===== config.mk =====
export PLATFORM = sky130hd
export DESIGN_NAME = restoring_divider
export DESIGN_NICKNAME = d
export VERILOG_FILES = /design/src/rtl/restoring_divider.sv
export SDC_FILE = /design/constraint.sdc
export NUM_CORES = 1
export LEC_CHECK = 0
export ABC_AREA = 0
export BUFFER_PORTS_ARGS = -buffer_cell sky130_fd_sc_hd__buf_4
export CORE_UTILIZATION = 30
export CTS_CLUSTER_DIAMETER = 100
export DETAILED_ROUTE_END_ITERATION = 10
export HOLD_SLACK_MARGIN = 0.12
export PLACE_DENSITY = 0.54
export SLEW_MARGIN = 25
export SYNTH_ARGS = -nofsm -noshare
export SYNTH_HDL_FRONTEND = slang
export SYNTH_SLANG_ARGS = --single-unit

===== constraint.sdc =====
create_clock -name clk -period 6 [get_ports clk]
set_clock_uncertainty 0.15 [all_clocks]
set_input_delay 1.2 -clock clk [delete_from_list [all_inputs] [get_ports clk]]
set_output_delay 1.2 -clock clk [all_outputs]
set_load 0.05 [all_outputs]

===== src/rtl/restoring_divider.sv =====
// restoring_divider
//   Sequential unsigned restoring divider for the 20-bit arithmetic unit.
//   One trial subtraction per clock; quotient and remainder are available
//   WIDTH cycles after a request is accepted. A zero divisor completes on the
//   accept edge with an all-ones quotient and the dividend as the remainder.
//
// Ports
//   clk          single clock, all state changes on posedge
//   rst_n        synchronous active-low reset
//   start        request; operands sampled on the accepting edge
//   dividend     unsigned dividend (WIDTH bits)
//   divisor      unsigned divisor (WIDTH bits)
//   busy         high while iterating (CALC)
//   done         one-cycle pulse, results valid
//   quotient     registered quotient
//   remainder    registered remainder
//   div_by_zero  set together with done when the divisor was zero
module restoring_divider #(
  parameter int WIDTH = 20
) (
  input  logic             clk,
  input  logic             rst_n,
  input  logic             start,
  input  logic [WIDTH-1:0] dividend,
  input  logic [WIDTH-1:0] divisor,
  output logic             busy,
  output logic             done,
  output logic [WIDTH-1:0] quotient,
  output logic [WIDTH-1:0] remainder,
  output logic             div_by_zero
);

  localparam int CW = $clog2(WIDTH + 1);

  localparam logic [1:0] IDLE = 2'd0;
  localparam logic [1:0] CALC = 2'd1;
  localparam logic [1:0] DONE = 2'd2;

  logic [1:0]       state;
  logic [WIDTH:0]   acc;      // partial remainder A, one guard bit
  logic [WIDTH-1:0] q_sh;     // dividend shifting out / quotient shifting in
  logic [WIDTH-1:0] dvs;      // latched divisor
  logic [CW-1:0]    count;

  // Trial subtraction step; the extra top bit of diff is the borrow.
  logic [WIDTH:0]   shifted;
  logic [WIDTH+1:0] diff;
  logic             borrow;
  logic [WIDTH:0]   acc_next;
  logic [WIDTH-1:0] q_next;

  always_comb begin
    shifted  = {acc[WIDTH-1:0], q_sh[WIDTH-1]};
    diff     = {1'b0, shifted} - {2'b00, dvs};
    borrow   = diff[WIDTH+1];
    acc_next = borrow ? shifted : diff[WIDTH:0];
    q_next   = {q_sh[WIDTH-2:0], ~borrow};
  end

  // busy and done are pure decodes of the registered state, so they are
  // glitch-free and follow state transitions exactly.
  assign busy = (state == CALC);
  assign done = (state == DONE);

  always_ff @(posedge clk) begin
    if (!rst_n) begin
      state       <= IDLE;
      acc         <= '0;
      q_sh        <= '0;
      dvs         <= '0;
      count       <= '0;
      quotient    <= '0;
      remainder   <= '0;
      div_by_zero <= 1'b0;
    end else begin
      case (state)
        IDLE, DONE: begin
          if (start) begin
            if (divisor != '0) begin
              acc   <= '0;
              q_sh  <= dividend;
              dvs   <= divisor;
              count <= CW'(WIDTH);
              state <= CALC;
            end else begin
              quotient    <= '1;
              remainder   <= dividend;
              div_by_zero <= 1'b1;
              state       <= DONE;
            end
          end else begin
            state <= IDLE;
          end
        end
        CALC: begin
          acc   <= acc_next;
          q_sh  <= q_next;
          count <= count - CW'(1);
          if (count == CW'(1)) begin
            quotient    <= q_next;
            remainder   <= acc_next[WIDTH-1:0];
            div_by_zero <= 1'b0;
            state       <= DONE;
          end
        end
        default: state <= IDLE;
      endcase
    end
  end

endmodule


==> results.cfg <==
[status]
status = complete, no violations

[route]
drt-total-wl_mm = 17.5
drtIter0Drc = 386
drc = 0
drt_pre_antenna_iters = 7
vias = 5389
ant_nets = 0
wire_per_inst_microns = 16.9
via_per_inst = 5.18

[clock_tree]
cts_tree = built
clk_pin_slew_ns = 0.08
cts_resized = 0
cts_sinks = 108
cts_setup_buffers = 0
cts_hold_buffers = 0
clk_root_buffer_cell = clkbuf_16
clk_path_buf_depth = 2
clkLatencyLatePin_ns = 0.36
htreeDepth = 3
cts_buffers = 9

[sta]
finalSetupViolCount = 0
slew_headroom = 0.433
slew_violations = 0
tightestPinTransition_ns = 0.850
timing_hold_violations_final = 0
fmax_mhz = 292
fin_crit_ns = 3.43
fin_tns_setup_ns = 0
setup_ws_ns = 2.57
finalCritPeriodShare = 0.571
rsz0062_at_grt = false

[setup_path]
cp_data_required_time_ns = 6.14
critPathSlowestCell = o21a_1
cp_cell_sequence = buf_4 > nor4_1 > and3_1 > and3_1 > o21a_1 > buf_4 > o21ai_0 > a31oi_1
endpoint_kind = register
cp.arrival_ns = 3.56
startpoint_type = input pin
cp_max_fo = 20
worst_path_largest_cell_delay_ns = 0.65
critPathKind = in -> reg

[logic_synthesis]
yosysWarnings = 0
synthesis.instances = 725
syn_nets = 791
syn_area_per_cell_sq_um = 8.06
ys_seq_elements = 108
yosys.area_share.simple = 0.224
synth_compound_area_frac = 0.274
yosysSeqAreaShare = 0.370
synth_top_family_by_area = compound AO/OA/AOI/OAI gates
ys_async_sr_fraction = 0
synth_xor_area_frac = 0.0180
yosys.area_share.adder = 0.0505
synth_edf_count = 0
syn_area_sq_mm = 0.00584
synth_ff_type = dfxtp_1
synthMuxAreaShare = 0.00171
post_synth_num_cell_types = 70

[grt]
grt_start_max_net_pins = 86
antenna_found_initial = 0
grt_pass1_wl_mm = 27.8
grt_remaining_overflow = 0
grt_usage = 0.179
grt_pass1_vias = 5010

[final_layout]
final_net_count = 841
drive_gt1_frac = 0.178
postLayoutCellArea_sq_mm = 0.00695
area_growth_pct = 18.9
final_common_cell = nand2_1
antenna_cells = 0
layout_common_cells = nand2_1 (112), dfxtp_1 (108), buf_4 (93)

[place]
hpwl_mm = 12.3
place_ws_ns = 2.21
placed_cell_area_sq_mm = 0.00664
gp_congestion = 0.875
io_buffers = 85

[power_and_ir_drop]
leakage_nw = 2.78
power_per_cell_area_mw_per_mm2 = 360
peakVddDrop_mv = 0.174

[flow_run]
maxCapViolations = 0

[floorplan]
start_util = 0.309
row_count = 50
die_area_sq_mm = 0.0200
die_w_microns = 142
dieHeight_microns = 142
ios = 86
core_area_sq_mm = 0.0189

[worst_hold_path]
hold_class = reg -> reg
-- path summary, 6_finish.rpt --
path | cells past startpoint | to | slack (ns) | startpoint
max | 8 | remainder[0] | 2.57 | divisor[6]
min | 2 | dvs[17] | 0.31 | dvs[17]
max reg2reg | 9 | remainder[5] | 2.76 | dvs[7]
min reg2reg | 2 | dvs[17] | 0.31 | dvs[17]
-- flip-flops by register name (all words and copies together) (netlist names) --
register,count
count,5
quotient,20
q_sh,20
remainder,20
div_by_zero,1
acc,20
state,2
dvs,20
-- cell usage after synthesis (16+ instances only) --
library cell	number	area, sq um
a21boi_0	22	165
a21oi_1	26	130
a31oi_1	26	163
clkbuf_1	37	139
dfxtp_1	108	2160
ha_1	22	275
inv_1	31	116
nand2_1	112	420
nand3_1	25	125
nor2_1	35	131
nor3_1	24	120
nor3b_1	18	135
o21a_1	16	120
o21ai_0	49	245
-- metal layers --
metal  GRT usage  routed length [microns]  vias up
li1            -                        -     2701
met1       0.252                     8550     2536
met2       0.276                     7890      128
met3      0.0290                      719       24
met5           0                        0        -
met4      0.0634                      368        0
-- cell families after synthesis --
| kind of cell | Yosys count |
|---|---|
| DFF | 108 |
| muxes | 1 |
| AOI/OAI and AO/OA | 229 |
| xor gates and xnor gates | 12 |
| buffers and inverters | 86 |
| adders and majority gates | 23 |
| and+or+nand+nor | 266 |
-- worst max-delay path, delay by kind of cell --
kind,cells,cell delay (ns)
AND/OR/NAND/NOR,3,0.93
AO/OA/AOI/OAI,3,0.93
buffers and inverters,2,0.47
-- cell type report --
class | instances | area, sq um
Fill cell | 2030 | 11900
Multi-Input combinational cell | 531 | 3340
Sequential cell | 108 | 2160
Timing Repair Buffer | 93 | 698
Tap cell | 260 | 325
Clock buffer | 12 | 246
Inverter | 32 | 120
Clock inverter | 4 | 56.3
-- power by group --
| group | internal (W) | switching, W | total [W] |
|---|---|---|---|
| combinational | 0.000378 | 0.000660 | 0.00104 |
| clock | 0.000339 | 0.000284 | 0.000623 |
| sequential | 0.000785 | 0.0000563 | 0.000841 |
-- metrics by stage --
step	power (W)	hold WS, ns	utilization	cells
2_1_floorplan	0.00163	0.293	-	725
3_3_place_gp	0.00189	0.303	0.352	1024
5_1_grt	0.00267	0.341	0.368	1040
6_report	0.00250	0.311	0.368	1040
4_1_cts	0.00252	0.317	0.368	1040
3_5_place_dp	0.00189	0.308	0.352	1024
(Power assumes the default switching activity.)
